**src/rtl/basys3_io_pkg.sv**
```systemverilog
// Shared constants and types for the Basys3 button/switch conditioner.
// Button indices follow the {btnC, btnU, btnR, btnD, btnL} bit order.
package basys3_io_pkg;

    localparam int BTN_L = 0;
    localparam int BTN_D = 1;
    localparam int BTN_R = 2;
    localparam int BTN_U = 3;
    localparam int BTN_C = 4;

    localparam int DB_CNT_W = 4;

    typedef enum logic {
        HALT = 1'b0,
        RUN  = 1'b1
    } ctrl_state_t;

endpackage

```
**src/rtl/debounce_cell.sv**
```systemverilog
// One-bit 2-flop synchroniser plus tick-sampled debouncer; level flips on the
// STABLE_SAMPLES-th disagreeing tick, rise pulses in that same cycle; no backpressure.
module debounce_cell
    import basys3_io_pkg::*;
#(
    parameter int STABLE_SAMPLES = 4
) (
    input  logic clk,
    input  logic rst_n,
    input  logic din,
    input  logic tick,
    output logic level,
    output logic rise
);

    logic                sync1_q, sync1_d;
    logic                sync2_q, sync2_d;
    logic [DB_CNT_W-1:0] cnt_q, cnt_d;
    logic [DB_CNT_W-1:0] cnt_inc;
    logic                level_q, level_d;
    logic                rise_q, rise_d;

    always_comb begin
        sync1_d = din;
        sync2_d = sync1_q;
        cnt_d   = cnt_q;
        level_d = level_q;
        rise_d  = 1'b0;
        cnt_inc = cnt_q + DB_CNT_W'(1);
        if (tick) begin
            if (sync2_q == level_q) begin
                cnt_d = '0;
            end else if (cnt_inc == DB_CNT_W'(STABLE_SAMPLES)) begin
                cnt_d   = '0;
                level_d = ~level_q;
                rise_d  = ~level_q;
            end else begin
                cnt_d = cnt_inc;
            end
        end
    end

    always_ff @(posedge clk or negedge rst_n) begin
        if (!rst_n) begin
            sync1_q <= 1'b0;
            sync2_q <= 1'b0;
            cnt_q   <= '0;
            level_q <= 1'b0;
            rise_q  <= 1'b0;
        end else begin
            sync1_q <= sync1_d;
            sync2_q <= sync2_d;
            cnt_q   <= cnt_d;
            level_q <= level_d;
            rise_q  <= rise_d;
        end
    end

    assign level = level_q;
    assign rise  = rise_q;

endmodule

```
**src/rtl/basys3_input_conditioner.sv**
```systemverilog
// Debounces 5 buttons + 16 switches and, with INPUT_COND_STEP_CTRL_EN, runs a HALT/RUN
// step controller for cpu_en (step 1 cycle after btnC press); all outputs registered, no backpressure.
module basys3_input_conditioner
    import basys3_io_pkg::*;
#(
    parameter int SAMPLE_DIV     = 100000,
    parameter int STABLE_SAMPLES = 4,
    parameter int RUN_DIV        = 16777216
) (
    input  logic        clk,
    input  logic        rst_n,
    input  logic [4:0]  btn,
    input  logic [15:0] sw,
    output logic [4:0]  btn_level,
    output logic [4:0]  btn_press,
    output logic [15:0] sw_level,
    output logic        cpu_en,
    output logic        run_mode
);

    localparam int SMP_W = (SAMPLE_DIV > 1) ? $clog2(SAMPLE_DIV) : 1;

    logic [SMP_W-1:0] smp_cnt_q, smp_cnt_d;
    logic             tick;

    assign tick = (smp_cnt_q == SMP_W'(SAMPLE_DIV - 1));

    always_comb begin
        smp_cnt_d = tick ? '0 : smp_cnt_q + SMP_W'(1);
    end

    always_ff @(posedge clk or negedge rst_n) begin
        if (!rst_n) begin
            smp_cnt_q <= '0;
        end else begin
            smp_cnt_q <= smp_cnt_d;
        end
    end

    for (genvar i = 0; i < 5; i++) begin : g_btn
        debounce_cell #(.STABLE_SAMPLES(STABLE_SAMPLES)) u_cell (
            .clk   (clk),
            .rst_n (rst_n),
            .din   (btn[i]),
            .tick  (tick),
            .level (btn_level[i]),
            .rise  (btn_press[i])
        );
    end

    // Switches share the cell but nothing downstream wants their edges.
    for (genvar i = 0; i < 16; i++) begin : g_sw
        debounce_cell #(.STABLE_SAMPLES(STABLE_SAMPLES)) u_cell (
            .clk   (clk),
            .rst_n (rst_n),
            .din   (sw[i]),
            .tick  (tick),
            .level (sw_level[i]),
            .rise  ()
        );
    end

`ifdef INPUT_COND_STEP_CTRL_EN

    localparam int RUN_W = (RUN_DIV > 1) ? $clog2(RUN_DIV) : 1;

    ctrl_state_t      state_q, state_d;
    logic [RUN_W-1:0] run_cnt_q, run_cnt_d;
    logic             cpu_en_q, cpu_en_d;

    // btnU outranks btnC, and a leaving-RUN press swallows any due pulse.
    always_comb begin
        state_d   = state_q;
        run_cnt_d = '0;
        cpu_en_d  = 1'b0;
        case (state_q)
            HALT: begin
                if (btn_press[BTN_U]) begin
                    state_d = RUN;
                end else if (btn_press[BTN_C]) begin
                    cpu_en_d = 1'b1;
                end
            end
            RUN: begin
                if (run_cnt_q == RUN_W'(RUN_DIV - 1)) begin
                    run_cnt_d = '0;
                    cpu_en_d  = ~btn_press[BTN_U];
                end else begin
                    run_cnt_d = run_cnt_q + RUN_W'(1);
                end
                if (btn_press[BTN_U]) begin
                    state_d = HALT;
                end
            end
            default: state_d = HALT;
        endcase
    end

    always_ff @(posedge clk or negedge rst_n) begin
        if (!rst_n) begin
            state_q   <= HALT;
            run_cnt_q <= '0;
            cpu_en_q  <= 1'b0;
        end else begin
            state_q   <= state_d;
            run_cnt_q <= run_cnt_d;
            cpu_en_q  <= cpu_en_d;
        end
    end

    assign cpu_en   = cpu_en_q;
    assign run_mode = (state_q == RUN);

`else

    logic cpu_en_q, cpu_en_d;

    always_comb begin
        cpu_en_d = 1'b1;
    end

    always_ff @(posedge clk or negedge rst_n) begin
        if (!rst_n) begin
            cpu_en_q <= 1'b0;
        end else begin
            cpu_en_q <= cpu_en_d;
        end
    end

    assign cpu_en   = cpu_en_q;
    assign run_mode = 1'b1;

`endif

endmodule

```
**config.mk**
```make
export PLATFORM = sky130hd
export DESIGN_NAME = basys3_input_conditioner
export DESIGN_NICKNAME = d
export VERILOG_FILES = /design/src/rtl/basys3_io_pkg.sv /design/src/rtl/debounce_cell.sv /design/src/rtl/basys3_input_conditioner.sv
export SDC_FILE = /design/constraint.sdc
export NUM_CORES = 1
export LEC_CHECK = 0
export BUFFER_PORTS_ARGS = -buffer_cell sky130_fd_sc_hd__buf_4
export CAP_MARGIN = 20
export CORE_UTILIZATION = 55
export CTS_BUF_LIST = sky130_fd_sc_hd__clkbuf_8 sky130_fd_sc_hd__clkbuf_16
export DETAILED_ROUTE_END_ITERATION = 16
export PLACE_DENSITY_LB_ADDON = 0.12
export RECOVER_POWER = 50
export SLEW_MARGIN = 10
export SYNTH_ARGS = -nofsm -noshare
export SYNTH_HDL_FRONTEND = slang
export SYNTH_SLANG_ARGS = --single-unit
```
**constraint.sdc**
```tcl
create_clock -name clk -period 2.7 [get_ports clk]
set_input_delay 0.81 -clock clk [delete_from_list [all_inputs] [get_ports clk]]
set_output_delay 0.81 -clock clk [all_outputs]
set_load 0.005 [all_outputs]
```
# ---- Word level (Yosys, flattened, before mapping)
# Cells that the tools add are included.
dict set report classes {
  n_reduce_logical 21
  add_sub_neg 22
  bitwise_logic 42
  n_eq_ne 43
  n_mux 58
}
# op count
set op_table {}
lappend op_table {{$mux W4} 42}
lappend op_table {{$add A4 B1 Y4 const B} 21}
lappend op_table {{$eq A4 B3 Y1 const B} 21}
lappend op_table {{$reduce_and A3 Y1} 21}
lappend op_table {{$not A1 Y1} 42}
lappend op_table {{$eq A1 B1 Y1} 21}
lappend op_table {{$add A17 B1 Y17 const B} 1}
lappend op_table {{$eq A17 B17 Y1 const B} 1}
lappend op_table {{$mux W17} 1}
lappend op_table {{$mux W1} 15}
dict set report totals {
  register_bits 170
  output_inout_bits 28
  word_cells 277
  inputBits 23
}

# ---- Longest topological paths before layout
# Gate-level depths: netlist of run 1.
dict set report depth {
  word_depth 5
  mapped_depth 8
  depth_no_buf 5
}

# ---- Hierarchy
# From an unflattened synthesis of run 1, not the netlist that was laid out.
dict set report unflattened {
  hier_cells 665
  hier_area_um2 8396.8
}
# mod instances seq_area_each_um2 area_each_um2 cells_each
set modules_own_cells {}
lappend modules_own_cells {debounce_cell 21 200.2 360.3 28}
lappend modules_own_cells {basys3_input_conditioner 1 450.4 829.5 77}

# ---- Worst setup path before layout of run 1
# No wires, ideal clock.
dict set report synth_path {
  path_kind {reg2reg}
  startpoint {register smp_cnt_q[13]}
  endpoint {register g_btn[1].u_cell.level_q}
  synth_period_minus_slack_ns 2.215
  setup_slack_ns 0.485
  t_required_ns 2.575
  setup_time_ns 0.125
  stages_incl_launch_ff 6
  n_path_buf 1
  arrival_time_ns 2.090
  path_cell_list {dfrtp_1 or4b_4 or4_4 buf_6 nor2_1 mux2_2}
}
dict set report synth_between {
  elab_chain_len 2
}
# element line_no
set synth_rtl {}
lappend synth_rtl {{start: declaration} basys3_input_conditioner.sv:23} ;# logic [SMP_W-1:0] smp_cnt_q, smp_cnt_d;
lappend synth_rtl {{start signal: assignment} basys3_input_conditioner.sv:36} ;# smp_cnt_q <= smp_cnt_d;
lappend synth_rtl {{$eq A17 B17 Y1} basys3_input_conditioner.sv:26} ;# assign tick = (smp_cnt_q == SMP_W'(SAMPLE_DIV - 1));
lappend synth_rtl {{$reduce_and A3 Y1 (no line)} -}
lappend synth_rtl {{end signal: assignment} debounce_cell.sv:54} ;# level_q <= level_d;
lappend synth_rtl {{end: declaration} debounce_cell.sv:20} ;# logic level_q, level_d;
# No other way between the ends.
# A chain may end at the register's enable or synchronous reset.

# ---- Worst setup path in the final report of run 1
dict set report layout_path {
  startpoint {register smp_cnt_q[13]}
  endpoint {register g_sw[6].u_cell.cnt_q[3]}
}
dict set report layout_between {
  elab_chain_len 1
}
# element line_no
set layout_rtl {}
lappend layout_rtl {{$eq A17 B17 Y1} basys3_input_conditioner.sv:26}
lappend layout_rtl {{end signal: assignment} debounce_cell.sv:53} ;# cnt_q <= cnt_d;
lappend layout_rtl {{end: declaration} debounce_cell.sv:18} ;# logic [DB_CNT_W-1:0] cnt_q, cnt_d;
# No other way between the ends.

==> flow_summary.toml, run 1 <==
[routing]
drt_wl_total_um = 14500
first_pass_iters = 4
ant_nets = 0
dr.first_iter.drc_count = 389
wl_per_cell_um = 14.9
vias_per_cell = 5.61
vias = 5469
drc = 0

[floorplan]
die_width_um = 123
die-area_mm2 = 0.0150
io_pins = 51
start_util = 0.569
num_rows = 43
core_area_mm2 = 0.0140
die_h_um = 123

[clock_network]
path_clk_slew_ps = 70
cts_root_buf = "clkbuf_16"
clkLatencyLatePin_ps = 430
cts_buffers = 17
clockBufferDepth = 2
holdBufCountCts = 0
cts_setup_buffers = 0
cts_sinks = 170
cts_resized = 0
htree_levels = 4
cts_tree = "yes"

[setup_path]
r2r_setup_slack_ps = 150
r2r-end = "g_sw[6].u_cell.cnt_q[3]"
end_kind = "flip-flop"
crit_start = "smp_cnt_q[13]"
path_max_fanout = 36
reg2reg_from = "smp_cnt_q[13]"
worstSetupPathType = "reg -> reg"
required_ps = 3070
start_kind = "flip-flop"
worstPathArrival_ps = 2920
reg2reg_depth = 5

[finish]
final_cell_area_mm2 = 0.00896
finalNonFillerCells = 975
multiInputGateArea_mm2 = 0.00339
seqCellArea_mm2 = 0.00425
drive_above_1_share = 0.166
area_delta_synth_final_pct = 12.2
antenna_cells = 0
fill_cells = 1089
finalNetCount = 832

[yosys]
ys_async_sr_fraction = 1.00
yosysWarnings = 0
synth_top_cell_area_share = 0.533
synth-edff-count = 0
ys.flop_type = "dfrtp_1"
synth_area_leaders = "dfrtp_1 (53%), nand2_1 (5.9%), ha_1 (4.2%), nand3_1 (3.5%), o21ai_0 (3.4%)"
synth_area_mm2 = 0.00799
synth_common_cells = "dfrtp_1 (170), nand2_1 (125), nand3_1 (56)"
ys_seq_elements = 170
synth_top_area_cell = "dfrtp_1"
synth_cells = 746
ys_types = 45
ys_seq_area_frac = 0.533
yosysMostFrequentCell = "dfrtp_1"
syn_area_per_cell_um2 = 10.7

[timing]
drv_slew = 0
hold_viol = 0
whs_ps = 349
fmax_mhz = 392
relSlewSlack = 0.103
fin_crit_ps = 2550
final.setup.tns_ps = 0
setup_ws_ps = 146
min_period_over_period = 0.946
setup_violations = 0
max_slew.worst_pin.slew_ps = 1350
rsz0062_at_grt = "no"
skew_ps = 8.08

[hold_path]
hold_depth = 0
min_path_type = "reg -> reg"
hold_end = "g_sw[3].u_cell.sync2_q"
hp-start = "g_sw[3].u_cell.sync1_q"

[placed_design]
hpwl_um = 9420
portBuffers = 49
dpl.cell_count = 943
dp_slack_ps = 239
post_dp_cell_area_mm2 = 0.00839
routabilityCongestion = 0.756

[pwr]
p_sw_frac = 0.228
ir_drop_uv = 420
pwr-share-clk = 0.480
comb_power_share = 0.021
p_per_area_mw_per_mm2 = 581
power.leakage_nw = 4.24
pwr-share-seq = 0.499
p_int_mw = 4.02
p_switching_mw = 1.18

[run_status]
run_status = "finished, final reports clean"

[grt]
grt_pass1_vias = 5662
track_usage = 0.217
antenna_found_initial = 0
grt_max_degree = 55
overflow = 0
grt_pass1_wl_um = 25600

[run]
cap_violations = 0
-- worst max-delay path: stages, from the launching register on --
cell	delay, ps
dfrtp_1	390
or4b_4	570
or4_4	780
buf_4	310
o21ai_0	240
a22o_1	170
-- layout make-up --
cell class | instances | area share
clock buffer | 17 | 0.0475
clock inverter | 15 | 0.0201
inverter | 3 | 0.00126
multi-input combinational | 528 | 0.378
sequential | 170 | 0.475
tap | 180 | 0.0251
timing repair buffer | 62 | 0.0531
-- per-stage QoR --
stage | utilization | total power, mW
CTS | 0.640 | 5.27
global route | 0.638 | 5.39
finish | 0.638 | 5.20
detailed placement | 0.597 | 2.77
floorplan | - | 2.67
global placement | 0.597 | 2.76
-- kinds of logic after synthesis --
kind of cell | synth area share
AND/OR/NAND/NOR | 0.222
flip-flops | 0.533
AO/OA/AOI/OAI | 0.0906
buffers and inverters | 0.0436
XOR/XNOR | 0.0373
adder cells (fa/ha/maj) | 0.0423
multiplexers | 0.0309
other | 0.000470
-- registers in the layout, indices dropped and copies added (netlist names) --
signal	flops
g_sw.u_cell.cnt_q	64
g_btn.u_cell.cnt_q	20
smp_cnt_q	17
g_sw.u_cell.level	16
g_sw.u_cell.sync1_q	16
g_sw.u_cell.sync2_q	16
g_btn.u_cell.level	5
g_btn.u_cell.rise	5
g_btn.u_cell.sync1_q	5
g_btn.u_cell.sync2_q	5
cpu_en	1
-- layout by cell type, fill, tap and decap left out, drive strengths merged, types with 2 or more instances in the layout --
cell      n
a21bo     5
a22o     19
a31oi     9
and2      3
and3b     7
and4      5
buf      38
bufinv    2
clkbuf   41
clkinv    2
conb      2
dfrtp   170
ha       27
inv      13
mux2     21
nand2   125
nand2b    3
nand3    56
nand3b   21
nand4    10
nand4b    7
nor2     17
nor2b    21
nor3      4
nor3b    17
nor4      3
nor4bb    5
o21ai    63
o31ai    16
or2      19
or4b      2
xnor2     9
xor2     25
-- per-layer routing --
metal	track usage	routed length [um]	up-vias
met5	0	0	-
met1	0.270	6670	2709
li1	-	-	2684
met3	0.0562	438	18
met4	0.0709	175	0
met2	0.368	7230	58
-- power by group through the flow --
stage | Sequential, mW | Clock (mW) | Combinational [mW]
floorplan | 2.64 | 0 | 0.0294
global placement | 2.64 | 0 | 0.117
detailed placement | 2.64 | 0 | 0.123
CTS | 2.59 | 2.55 | 0.124
global route | 2.60 | 2.66 | 0.128
finish | 2.59 | 2.50 | 0.110
-- worst max path at each step --
| stage | to | slack, ps | cells past startpoint |
|---|---|---|---|
| after floorplan | g_btn[1].u_cell.level | 490 | 5 |
| after global placement | g_btn[4].u_cell.cnt_q[2] | 300 | 5 |
| after detailed placement | g_btn[2].u_cell.level | 240 | 4 |
| after CTS | g_sw[6].u_cell.cnt_q[3] | 150 | 5 |
| after global routing | g_btn[0].u_cell.cnt_q[2] | 100 | 5 |
| final | g_sw[6].u_cell.cnt_q[3] | 150 | 5 |
Note: power is estimated with default switching activity, not from simulation.
==> inputs of run 2 (changes only) <==
CORE_ASPECT_RATIO = 0.5   (was not set)
CORE_MARGIN = 1.5   (was not set)
==> run 2 against run 1 <==
Sequential share of layout area fell by 0.093 points. Design area rose by 0.20%. Hold slack improved by 1.9 ps. Sequential cell count did not move. Clock skew rose by 2.0 ps. Register-to-register slack got worse by 20 ps. Count of clock-buffer cells in the layout did not move. First-iteration DRC count fell by 9.0%. Die area rose by 1.9%. Clock power barely moved. Core utilization rose by 1.0 points. Setup slack got worse by 20 ps. Largest power group unchanged.
==> flow_summary.toml, run 2 (synthesis gave the netlist of run 1 again) <==
[setup_path]
end_kind = "flip-flop"
r2r-end = "g_sw[1].u_cell.cnt_q[3]"
required_ps = 3070
crit_slowest_cell = "or4b_4"
crit_start = "smp_cnt_q[13]"
start_kind = "flip-flop"
path_cells = "or4b_4 > or4_4 > buf_12 > buf_4 > o21ai_0 > a22o_1"
slowest_delay_ps = 570
worstSetupPathType = "reg -> reg"
reg2reg_depth = 6
worstPathArrival_ps = 2940
r2r_setup_slack_ps = 130
path_max_fanout = 61
reg2reg_from = "smp_cnt_q[13]"

[hold_path]
hp-start = "g_sw[6].u_cell.sync1_q"
hold_end = "g_sw[6].u_cell.sync2_q"
min_path_type = "reg -> reg"
hold_depth = 0

[finish]
final_common_cell = "dfrtp_1"
layout_common_cells = "dfrtp_1 (170), nand2_1 (125), nand3_1 (56)"
area_delta_synth_final_pct = 12.4
largestRegisters = "g_sw.u_cell.cnt_q: 64 flops, g_btn.u_cell.cnt_q: 20 flops, smp_cnt_q: 17 flops"
final_cell_area_mm2 = 0.00898
antenna_cells = 0
drive_above_1_share = 0.162
utilization = 0.648
fill_cells = 1083
largest_reg_flops = 64
finalNetCount = 829
largest-register = "g_sw.u_cell.cnt_q"

[grt]
antenna_found_initial = 0
track_usage = 0.194
overflow = 0
grt_pass1_vias = 5232
grt_max_degree = 62
grt_pass1_wl_um = 23700

[pwr]
power.leakage_nw = 4.24
p_int_mw = 3.95
pwr-share-clk = 0.477
pwr-share-seq = 0.501
comb_power_share = 0.022
p_per_area_mw_per_mm2 = 577
p_sw_frac = 0.238
ir_drop_uv = 437
p_switching_mw = 1.23

[clock_network]
cts_sinks = 170
htree_levels = 4
holdBufCountCts = 0
cts_setup_buffers = 0
cts_tree = "yes"
clockBufferDepth = 2
cts_resized = 0
cts_buffers = 17
cts_root_buf = "clkbuf_16"
path_clk_slew_ps = 70
clkLatencyLatePin_ps = 430

[run_status]
run_status = "finished, final reports clean"

[timing]
max_slew.worst_pin.slew_ps = 1210
relSlewSlack = 0.192
drv_slew = 0
setup_violations = 0
whs_ps = 351
fmax_mhz = 388
setup_ws_ps = 125
final.setup.tns_ps = 0
rsz0062_at_grt = "no"
fin_crit_ps = 2570
skew_ps = 10.1
hold_viol = 0
min_period_over_period = 0.954

[placed_design]
hpwl_um = 8820
routabilityCongestion = 0.804
dp_slack_ps = 207
post_dp_cell_area_mm2 = 0.00839
portBuffers = 49

[routing]
vias = 5449
dr.first_iter.drc_count = 354
ant_nets = 0
vias_per_cell = 5.54
drt_wl_total_um = 13800
drc = 0
wl_per_cell_um = 14.1
first_pass_iters = 4

[floorplan]
core_area_mm2 = 0.0139
start_util = 0.577
die-area_mm2 = 0.0153
die_h_um = 88.2
num_rows = 30
die_width_um = 173
io_pins = 51

[run]
cap_violations = 0
==> run 2: how the worst max path moves through the flow <==
stage / endpoint / slack (ps) / cells after the start
after floorplan: g_btn[1].u_cell.level / 490 / 5
after global placement: g_sw[0].u_cell.cnt_q[2] / 300 / 6
after detailed placement: g_sw[7].u_cell.cnt_q[2] / 210 / 6
after CTS: g_sw[1].u_cell.cnt_q[3] / 130 / 6
after global routing: g_sw[1].u_cell.cnt_q[3] / 60 / 6
final: g_sw[1].u_cell.cnt_q[3] / 130 / 6
==> run 2: metal layers <==
metal / track usage / wire, um
met5: 0 / 0
met4: 0.0751 / 167
met3: 0.0451 / 513
met2: 0.341 / 6780
met1: 0.240 / 6380
==> run 2: final cells by class <==
class                      instances  area, um2  area share
sequential                       170       4250       0.474
tap                              192        240      0.0268
clock inverter                    15        171      0.0191
clock buffer                      17        425      0.0474
inverter                           3       11.3     0.00125
multi-input combinational        528       3390       0.377
timing repair buffer              59        487      0.0542
==> run 2: metrics by stage <==
stage | power (mW) | cells
2_1_floorplan | 2.67 | 747
3_3_place_gp | 2.76 | 952
3_5_place_dp | 2.77 | 952
4_1_cts | 5.25 | 984
5_1_grt | 5.37 | 984
6_report | 5.18 | 984
==> run 2: worst max-delay path: cells and delay by family, from the launching register on <==
kind                   cells  cell delay (ps)
and+or+nand+nor            2             1130
buffers and inverters      2              480
AOI/OAI and AO/OA          2              480
DFF                        1              400
==> run 2: power groups by stage <==
| stage | clock, mW | sequential [mW] | combinational, mW |
|---|---|---|---|
| after floorplan | 0 | 2.64 | 0.0294 |
| after global placement | 0 | 2.64 | 0.121 |
| after detailed placement | 0 | 2.64 | 0.124 |
| after CTS | 2.53 | 2.59 | 0.124 |
| after global routing | 2.64 | 2.60 | 0.133 |
| final | 2.47 | 2.59 | 0.115 |
==> inputs of run 3 (changes only) <==
clock period = 2.2 ns   (was 2.7 ns; I/O delays follow)
==> run 3 against run 2 <==
The flow now finishes with violations (negative setup slack). Clock power up 18%. Maximum frequency up 15%. Critical path type unchanged. Critical endpoint is now g_sw[11].u_cell.cnt_q[2]. Routed wire length up 11%. Die area unchanged. Clock skew up 2.4 ps. Sequential power up 23%. Design area up 8.0%. Critical path depth unchanged. Largest cell class unchanged.
==> flow_summary.toml, run 3 (synthesis gave the netlist of run 1 again) <==
[run_status]
run_status = "finished with violations"
violations = "negative setup slack"

[setup_path]
cp_top_family = "simple AND/OR/NAND/NOR gates"
reg2reg_from = "smp_cnt_q[11]"
worstSetupPathType = "reg -> reg"
cp_num_buf_inv = 2
path_max_fanout = 28
end_kind = "flip-flop"
required_ps = 2510
r2r-end = "g_sw[11].u_cell.cnt_q[2]"
crit_slowest_cell = "or4_4"
path_cells = "or4b_4 > or4_4 > buf_12 > buf_6 > nand2_2 > nand3_2"
start_kind = "flip-flop"
slowest_delay_ps = 690
r2r_setup_slack_ps = -30
reg2reg_depth = 6
worstPathArrival_ps = 2540

[placed_design]
dpl.cell_count = 976
post_dp_cell_area_mm2 = 0.00857
routabilityCongestion = 0.785
hpwl_um = 9030
portBuffers = 49
dp_slack_ps = -166

[clock_network]
htree_levels = 4
path_clk_slew_ps = 70
clkLatencyLatePin_ps = 430
holdBufCountCts = 0
clockBufferDepth = 2
cts_sinks = 170
cts_buffers = 17
cts_root_buf = "clkbuf_16"
cts_tree = "yes"

[floorplan]
core_area_mm2 = 0.0139
num_rows = 30
io_pins = 51
die-area_mm2 = 0.0153
die_h_um = 88.2
die_width_um = 173
start_util = 0.577

[timing]
setup_ws_ps = -31.0
max_slew.worst_pin.slew_ps = 1150
fin_crit_ps = 2230
min_period_over_period = 1.01
fmax_mhz = 448
hold_viol = 0
skew_ps = 12.5
rsz0062_at_grt = "yes"
final.setup.tns_ps = -399
setup_violations = 36
relSlewSlack = 0.232
drv_slew = 0

[run]
cap_violations = 0

[finish]
fill_cells = 995
finalNetCount = 870
final_cell_area_mm2 = 0.00970
largest-register = "g_sw.u_cell.cnt_q"
drive_above_1_share = 0.276
area_delta_synth_final_pct = 21.4
largestRegisters = "g_sw.u_cell.cnt_q: 64 flops, g_btn.u_cell.cnt_q: 20 flops, smp_cnt_q: 17 flops"
antenna_cells = 0
largest_reg_flops = 64
final_common_cell = "dfrtp_1"
layout_common_cells = "dfrtp_1 (170), nand2_1 (108), buf_4 (52)"
multiInputGateArea_mm2 = 0.00370
seqCellArea_mm2 = 0.00425
finalNonFillerCells = 1025

[routing]
wl_per_cell_um = 15.0
drt_wl_total_um = 15400
dr.first_iter.drc_count = 370
ant_nets = 0
drc = 0
vias_per_cell = 5.58
first_pass_iters = 4
vias = 5723

[hold_path]
hold_depth = 0
hp-start = "g_sw[8].u_cell.sync1_q"
min_path_type = "reg -> reg"
hold_end = "g_sw[8].u_cell.sync2_q"

[grt]
grt_pass1_vias = 5490
overflow = 0
grt_pass1_wl_um = 25100
antenna_found_initial = 0
grt_max_degree = 48
track_usage = 0.208

[pwr]
ir_drop_uv = 530
comb_power_share = 0.023
p_int_mw = 4.74
pwr-share-clk = 0.467
power_mw = 6.23
p_switching_mw = 1.50
p_sw_frac = 0.240
p_per_area_mw_per_mm2 = 643
power.leakage_nw = 4.65
pwr-share-seq = 0.510
## run 3: cell count changes in the layout (fill, tap and decap cells not counted), moves of 9 or more
cell	delta
o31ai_1	-11
o21ai_0	-44
mux2_1	-11
buf_6	+9
buf_4	+20
nand2_1	-17
o21ai_1	+37
o31ai_2	+11
mux2_4	+15
nand2_2	+11
## run 3: layer usage
metal	vias to the layer above	global-route usage	part of all wire
met5	-	0	0
met4	0	0.0585	0.0090
met3	15	0.0576	0.041
met2	107	0.352	0.46
met1	2826	0.270	0.49
li1	2775	-	-
## run 3: what timing repair did
item,in CTS,in global routing
pin swaps,9,26
endpoints found under the setup margin,78,97
setup buffers,1,10
cloned,4,2
gates resized for setup,70,82
## run 3: worst max-delay path by stage
stage	startpoint	end	slack (ps)	cells past startpoint
6_report	smp_cnt_q[11]	g_sw[11].u_cell.cnt_q[2]	-30	6
5_1_grt	smp_cnt_q[11]	g_sw[3].u_cell.level	-120	7
4_1_cts	smp_cnt_q[6]	g_sw[9].u_cell.level	-80	4
3_5_place_dp	smp_cnt_q[13]	g_sw[2].u_cell.cnt_q[2]	-170	5
3_3_place_gp	smp_cnt_q[13]	g_sw[15].u_cell.cnt_q[2]	-110	5
2_1_floorplan	smp_cnt_q[13]	g_btn[1].u_cell.level	-10	5
## run 3: worst register-to-register path, stage by stage, from the launching register on
cell     delay, ps
dfrtp_1        380
or4b_4         560
or4_4          690
buf_12         230
buf_6          130
nand2_2         60
nand3_2         60
## run 3: power by group through the flow
| stage | Clock [mW] | Combinational (mW) | Sequential [mW] |
|---|---|---|---|
| final | 2.91 | 0.143 | 3.18 |
| after global routing | 3.10 | 0.166 | 3.19 |
| after CTS | 2.97 | 0.156 | 3.18 |
| after detailed placement | 0 | 0.155 | 3.24 |
| after global placement | 0 | 0.152 | 3.24 |
| after floorplan | 0 | 0.0361 | 3.24 |
## run 3: layout make-up
| type | instances | share of cell area |
|---|---|---|
| clock buffers | 18 | 0.0453 |
| clock inverters | 14 | 0.0129 |
| inverters | 3 | 0.00116 |
| multi-input cells | 530 | 0.381 |
| flip-flops and latches | 170 | 0.439 |
| well taps | 192 | 0.0248 |
| repair buffers | 98 | 0.0961 |
## run 3: through the flow
stage	hold slack [ps]	utilization
after floorplan	331	-
after global placement	332	0.619
after detailed placement	335	0.619
after CTS	165	0.672
after global routing	325	0.700
final	350	0.700
